`src/rtl/count_sequencer.sv`:
```
// count_sequencer
//   Run/pause/clear controller for a 2-digit BCD up/down display counter.
//   It debounces the start/stop and clear push-buttons and synchronises the
//   direction switch. An IDLE/RUN/PAUSE FSM, plus a one-cycle CLEAR state,
//   sequences the counter. While running, a divider issues one-cycle
//   count-enable ticks every TICK_DIV cycles.
//
// Ports
//   clk        in   system clock, rising edge
//   rst        in   synchronous reset, active-high, overrides everything
//   btn_start  in   start/stop push-button (async, bouncy, active-high)
//   btn_clear  in   clear push-button (async, bouncy, active-high)
//   dir_sw     in   direction switch (async), 1 = up, 0 = down
//   cnt_en     out  one-cycle pulse, counter advances one step
//   cnt_dir    out  synchronised copy of dir_sw
//   cnt_clr    out  one-cycle pulse, counter loads 00
//   run_led    out  high while state == RUN
//   state      out  IDLE=00 RUN=01 PAUSE=10 CLEAR=11
module count_sequencer #(
  parameter int unsigned DEB_CYCLES = 20000,
  parameter int unsigned DEB_W      = 15,
  parameter int unsigned TICK_DIV   = 1000000,
  parameter int unsigned DIV_W      = 20
) (
  input  logic       clk,
  input  logic       rst,
  input  logic       btn_start,
  input  logic       btn_clear,
  input  logic       dir_sw,
  output logic       cnt_en,
  output logic       cnt_dir,
  output logic       cnt_clr,
  output logic       run_led,
  output logic [1:0] state
);

  typedef enum logic [1:0] {
    StIdle  = 2'b00,
    StRun   = 2'b01,
    StPause = 2'b10,
    StClear = 2'b11
  } state_t;

  localparam logic [DEB_W-1:0] DebLast = DEB_W'(DEB_CYCLES - 1);
  localparam logic [DIV_W-1:0] DivLast = DIV_W'(TICK_DIV - 1);

  // ---------------------------------------------------------------------------
  // Two-flop synchronisers for every asynchronous input
  // ---------------------------------------------------------------------------
  logic start_s1_q, start_s2_q;
  logic clear_s1_q, clear_s2_q;
  logic dir_s1_q, dir_s2_q;

  always_ff @(posedge clk) begin
    if (rst) begin
      start_s1_q <= 1'b0;
      start_s2_q <= 1'b0;
      clear_s1_q <= 1'b0;
      clear_s2_q <= 1'b0;
      dir_s1_q   <= 1'b0;
      dir_s2_q   <= 1'b0;
    end else begin
      start_s1_q <= btn_start;
      start_s2_q <= start_s1_q;
      clear_s1_q <= btn_clear;
      clear_s2_q <= clear_s1_q;
      dir_s1_q   <= dir_sw;
      dir_s2_q   <= dir_s1_q;
    end
  end

  assign cnt_dir = dir_s2_q;

  // ---------------------------------------------------------------------------
  // Debouncers: a new level is accepted only after it has differed from the
  // accepted level for DEB_CYCLES consecutive edges. Any return to the
  // accepted level restarts the count.
  // ---------------------------------------------------------------------------
  logic             start_lvl_q, start_lvl_d, start_lvl_prev_q;
  logic [DEB_W-1:0] start_cnt_q, start_cnt_d;
  logic             clear_lvl_q, clear_lvl_d, clear_lvl_prev_q;
  logic [DEB_W-1:0] clear_cnt_q, clear_cnt_d;

  always_comb begin
    start_lvl_d = start_lvl_q;
    start_cnt_d = start_cnt_q;
    if (start_s2_q == start_lvl_q) begin
      start_cnt_d = '0;
    end else if (start_cnt_q == DebLast) begin
      start_lvl_d = start_s2_q;
      start_cnt_d = '0;
    end else begin
      start_cnt_d = start_cnt_q + DEB_W'(1);
    end
  end

  always_comb begin
    clear_lvl_d = clear_lvl_q;
    clear_cnt_d = clear_cnt_q;
    if (clear_s2_q == clear_lvl_q) begin
      clear_cnt_d = '0;
    end else if (clear_cnt_q == DebLast) begin
      clear_lvl_d = clear_s2_q;
      clear_cnt_d = '0;
    end else begin
      clear_cnt_d = clear_cnt_q + DEB_W'(1);
    end
  end

  always_ff @(posedge clk) begin
    if (rst) begin
      start_lvl_q      <= 1'b0;
      start_lvl_prev_q <= 1'b0;
      start_cnt_q      <= '0;
      clear_lvl_q      <= 1'b0;
      clear_lvl_prev_q <= 1'b0;
      clear_cnt_q      <= '0;
    end else begin
      start_lvl_q      <= start_lvl_d;
      start_lvl_prev_q <= start_lvl_q;
      start_cnt_q      <= start_cnt_d;
      clear_lvl_q      <= clear_lvl_d;
      clear_lvl_prev_q <= clear_lvl_q;
      clear_cnt_q      <= clear_cnt_d;
    end
  end

  // Press events fire on the accepted rising edge only. Releases are ignored.
  logic start_press, clear_press;
  assign start_press = start_lvl_q & ~start_lvl_prev_q;
  assign clear_press = clear_lvl_q & ~clear_lvl_prev_q;

  // ---------------------------------------------------------------------------
  // Sequencer FSM, in priority order: clear press, leave CLEAR, start press
  // ---------------------------------------------------------------------------
  state_t state_q, state_d;

  always_comb begin
    state_d = state_q;
    if (clear_press) begin
      state_d = StClear;
    end else if (state_q == StClear) begin
      state_d = StIdle;
    end else if (start_press) begin
      unique case (state_q)
        StIdle:  state_d = StRun;
        StRun:   state_d = StPause;
        StPause: state_d = StRun;
        StClear: state_d = StIdle;
      endcase
    end
  end

  // The divider advances only on edges that both start and stay in RUN.
  // Entering RUN from PAUSE resumes from the held value, so the tick phase is
  // preserved. Leaving RUN holds the value the divider had before the edge.
  logic [DIV_W-1:0] div_q;

  always_ff @(posedge clk) begin
    if (rst) begin
      state_q <= StIdle;
      div_q   <= '0;
      cnt_en  <= 1'b0;
      cnt_clr <= 1'b0;
      run_led <= 1'b0;
    end else begin
      state_q <= state_d;
      cnt_en  <= 1'b0;
      unique case (state_d)
        StIdle, StClear: div_q <= '0;
        StRun: begin
          if (state_q == StRun) begin
            if (div_q == DivLast) begin
              div_q  <= '0;
              cnt_en <= 1'b1;
            end else begin
              div_q <= div_q + DIV_W'(1);
            end
          end
        end
        StPause: div_q <= div_q;
      endcase
      cnt_clr <= (state_d == StClear);
      run_led <= (state_d == StRun);
    end
  end

  assign state = state_q;

endmodule
```
`config.mk`:
```
export PLATFORM = sky130hd
export DESIGN_NAME = count_sequencer
export DESIGN_NICKNAME = d
export VERILOG_FILES = /design/src/rtl/count_sequencer.sv
export SDC_FILE = /design/constraint.sdc
export NUM_CORES = 1
export LEC_CHECK = 0
export CAP_MARGIN = 20
export CORE_ASPECT_RATIO = 0.6
export CORE_MARGIN = 2
export CORE_UTILIZATION = 50
export DETAILED_ROUTE_END_ITERATION = 8
export HOLD_SLACK_MARGIN = 0.06
export PLACE_DENSITY = 0.67
export SETUP_SLACK_MARGIN = 0.1
export SYNTH_ARGS = -nofsm -noshare
export SYNTH_HDL_FRONTEND = slang
export SYNTH_SLANG_ARGS = --single-unit
```
`constraint.sdc`:
```
create_clock -name clk -period 3.5 [get_ports clk]
set_input_delay 0.525 -clock clk [delete_from_list [all_inputs] [get_ports clk]]
set_output_delay 0.525 -clock clk [all_outputs]
set_load 0.01 [all_outputs]
```
======== After elaboration in Yosys (flattened, before gate mapping) ========
Cells that the tools add are included.
storage, ports and cells
  register bits after elaboration ......... 65
  bits of input ports ..................... 5
  output and inout port bits .............. 6
  logic and storage cells ................. 59
cells by class
  add/sub/neg operators ................... 3
  eq/ne operators ......................... 12
  multiplexer cells ....................... 8
  bitwise operators ....................... 9
  reduce and logical (&&, ||, !) cells .... 10
operator list
  cell                                                 number
  two-way mux 20 bit                                   2
  case mux 20 bit (2 select lines)                     1
  adder 15 x 1 -> 15 bit, second input constant        2
  equality test 15 bit, second input constant          2
  adder 20 x 1 -> 20 bit, second input constant        1
  equality test 20 bit, second input constant          1
  OR reduction 3 bit                                   3
  equality test 2 bit, second input constant           4
  NOT 1 bit                                            7
  two-way mux 2 bit                                    3
  AND reduction 2 bit                                  3
  equality test 2 x 1 -> 1 bit, second input constant  2
  logical NOT 2 bit                                    2
  case mux 2 bit (2 select lines)                      1
  OR reduction 2 bit                                   2
  AND 1 bit                                            2
  equality test 1 bit                                  2
  inequality test 2 bit, second input constant         1
  two-way mux 1 bit                                    1

======== Longest topological paths before layout ========
  word-level depth ........................ 9
  depth in mapped cells ................... 9
  gate-level depth less buffers ........... 6

======== Worst setup path before layout ========
Ideal clock, no wire load.
  path kind ............................... flip-flop to flip-flop
  start point ............................. register div_q[0]
  end point ............................... register div_q[5]
  setup time .............................. 0.127 ns
  arrival ................................. 1.642 ns
  required time ........................... 3.373 ns
  path slack .............................. 1.731 ns
  stages on the path, launching flop included .. 10
  path buffers ............................ 3
  clock period less this slack ............ 1.769 ns
  path through ............................ dfxtp_1 -> ha_1 -> and3_1 -> buf_4 -> nand4b_1 -> or2_1 -> buf_6 -> a21oi_4 -> buf_6 -> o22ai_2
between the ends
  longest elaborated chain between the ends .. 4
  elaborated cells on any way between the ends .. 5
  classes of those cells .................. add/sub: 1; eq/ne: 1; mux: 3
ends and longest elaborated chain
  element                                                                line      text
  from (decl)                                                            157       logic [DIV_W-1:0] div_q;
  from (signal assigned)                                                 177       div_q <= div_q + DIV_W'(1);
  from (signal assigned)                                                 181       StPause: div_q <= div_q;
  adder 20 x 1 -> 20 bit / equality test 20 bit (equally long branches)  177, 173
  two-way mux 20 bit (*)                                                 173       if (div_q == DivLast) begin
  two-way mux 20 bit (*)                                                 172       if (state_q == StRun) begin
  case mux 20 bit (2 select lines) (*)                                   169       unique case (state_d)
Mark *: on every way between the ends. The rest lies on a longest branch, timed or not. The select of a mux whose other input is x is not followed.
A chain may end at the register's enable or synchronous reset.

======== Worst setup path after layout ========
  start point ............................. register div_q[0]
  end point ............................... register div_q[9]
Same word-level chain as after synthesis.

==> flow_metrics.py <==
metrics = {
    "cts": {
        "cts.sinks": 65,
        "numCtsBuffers": 9,
        "cts_resized": 0,
        "postCtsSetupRepairBufs": 0,
        "path_clk_slew_ns": 0.07,
        "htree_levels": 3,
        "clockBufferDepth": 2,
        "tritoncts": "yes",
        "clk-insertion-delay-late_ns": 0.34,
        "cts.hold.buffers_added": 0,
        "root_buffer": "clkbuf_8",
    },
    "sta": {
        "slew_viol_final": 0,
        "setup_violations": 0,
        "worstMarginPinSlew_ns": 0.6114,
        "whs_ns": 0.4356,
        "finalSetupTns_ns": 0,
        "finClkSkew_ns": 0.004213,
        "period_share_pct": 62.94,
        "slew_headroom_pct": 59.24,
        "max_freq_mhz": 454.0,
        "timing.final.hold_violations": 0,
        "rsz0062_at_grt": "no",
        "min_period_ns": 2.203,
    },
    "floorplan": {
        "io_pins": 11,
        "die_area_sq_um": 6604,
        "dieWidth_um": 103.6,
        "row_count": 21,
        "core_sq_um": 5649,
        "initial_utilization_pct": 52.67,
        "die_y_um": 63.76,
    },
    "layout": {
        "area_delta_synth_final_pct": 10.30,
        "nets": 343,
        "diodes": 0,
        "layout-drive-gt1-share_pct": 11.18,
    },
    "synthesis": {
        "ys_ff_latch": 65,
        "syn_inst": 325,
        "syn-num-nets": 333,
        "async_reset_ff_share_pct": 0,
        "synth_seq_area_share_pct": 43.73,
        "yosysWarnings": 0,
        "synth_cell_types": 48,
        "synth_edf_count": 0,
        "synthesis.area_sq_um": 2975,
        "avgSynthCellArea_sq_um": 9.155,
        "ys.flop_type": "dfxtp_1",
    },
    "route": {
        "drt_iter0_drc": 127,
        "routed_wl_um": 5493,
        "firstDrtPassIters": 4,
        "ant_nets": 0,
        "drc": 0,
        "met1_length_um": 3033,
        "wl_per_cell_um": 13.08,
        "wl_met2_um": 1985,
        "top_layer_used": "met4",
        "dr_wl_met3_um": 434,
        "vias_per_cell": 5.221,
        "num_vias": 2193,
    },
    "pwr": {
        "ir_drop_mv": 0.2974,
        "swShare_pct": 22.25,
        "power.leakage_uw": 0.001036,
        "share_seq_of_total_power_pct": 55.6,
        "p_sw_uw": 298.5,
        "p_int_uw": 1043,
        "power_density_nw_per_um2": 408.8,
        "combPwrFrac_pct": 1.6,
        "clock_power_share_pct": 42.9,
    },
    "critical_path": {
        "path_class": "reg -> reg",
        "crit_arrival_ns": 2.42,
        "start_kind": "flip-flop",
        "endpoint_kind": "flip-flop",
        "path_max_fanout": 12,
        "crit_required_ns": 3.71,
    },
    "place": {
        "gp_congestion": 0.8434,
        "dp_hpwl_um": 3833,
        "io_buffers": 10,
    },
    "outcome": {
        "status": "completed",
    },
    "grt": {
        "grt_pass1_wl_um": 9542,
        "grt_pass1_vias": 2059,
        "grt.total_usage_pct": 18.54,
        "grt_max_degree": 25,
        "antenna_found_initial": 0,
        "gr-total-overflow": 0,
    },
    "run": {
        "cap_violations": 0,
    },
    "hold_path": {
        "hold_path.class": "reg -> reg",
    },
}
[state kept, by name, summed over array words and instances, names as in the netlist, 2 cells and up]
name	flops
div_q	20
start_cnt_q	15
state	2
clear_cnt_q	15
[power by group through the flow]
stage | combinational [uW] | clock, uW | sequential (uW)
5_1_grt | 22.9 | 628 | 745
2_1_floorplan | 12.0 | 0 | 762
6_report | 20.9 | 575 | 745
4_1_cts | 21.2 | 593 | 745
3_3_place_gp | 21.2 | 0 | 762
3_5_place_dp | 21.2 | 0 | 762
[metal layers]
metal	vias up	track usage (%)
met4	0	5.574
li1	1151	-
met3	5	8.571
met1	981	26.34
met5	-	0
met2	56	24.75
[cells by family (layout without fill, tap and decap cells)]
logic type	count (synthesis)	in the layout	share of synthesized area (%)
muxes	4	4	1.388
buffers and inverters	22	37	4.037
DFF	65	65	43.73
and+or+nand+nor	172	172	32.93
adders and majority gates	3	3	1.262
xor gates and xnor gates	37	37	10.89
AOI/OAI and AO/OA	22	22	5.762
[synthesized netlist by cell type, drive strengths merged, types with 6 or more instances]
cell | n | area (sq um)
nor4 | 6 | 56.31
nand2 | 26 | 97.59
inv | 10 | 37.54
buf | 9 | 71.31
nor2b | 11 | 68.82
xnor2 | 20 | 175.2
and3 | 10 | 62.56
nor2 | 45 | 168.9
dfxtp | 65 | 1301
nor4b | 7 | 67.56
a31oi | 6 | 37.54
a21oi | 6 | 52.55
xor2 | 17 | 148.9
nor3 | 16 | 125.1
nand4 | 10 | 68.81
nand3 | 23 | 115.1
[cell usage in the layout (no fill, tap or decap), drive strengths merged, types with 3 or more instances in the layout]
master,count
and3,10
a31oi,6
ha,3
nand2,26
dfxtp,65
mux2i,3
nor3b,3
nor4,6
a21oi,6
xnor2,20
inv,10
nand4,10
nor2b,11
clkdlybuf4s50,10
nor2,45
nor4b,7
nand3,23
nand2b,3
xor2,17
nor3,16
clkbuf,11
clkinv,3
[metrics by stage]
stage	total power [uW]	worst slack (ns)	cell area [sq um]	util, %	cells
final	1342	1.297	3282	58.10	420
after global routing	1396	1.099	3282	58.10	420
after CTS	1359	1.310	3282	58.10	420
after detailed placement	783.4	1.328	3100	54.88	404
after global placement	783.2	1.379	3100	54.88	404
after floorplan	773.8	1.731	2975	-	325
[final timing paths]
check	start	endpoint	slack, ns	cells after the start
max	div_q[0]	div_q[9]	1.30	6
min	clear_s1_q	clear_s2_q	0.44	1
max reg2reg	div_q[0]	div_q[9]	1.30	6
min reg2reg	clear_s1_q	clear_s2_q	0.44	1
[final cells by class]
class | instances | area (sq um)
sequential | 65 | 1301
clock buffer | 11 | 151.4
multi-input combinational | 238 | 1554
fill | 511 | 2367
inverter | 10 | 37.54
tap | 80 | 100.1
timing repair buffer | 11 | 107.6
clock inverter | 5 | 30.03
[critical path, cell delays in order (launching register included)]
cell,delay (ns)
dfxtp_1,0.40
ha_1,0.20
and3_1,0.28
nand4b_1,0.14
or2_1,0.38
a21oi_4,0.51
o21ai_0,0.16
Power figures use the tool's default switching activity.
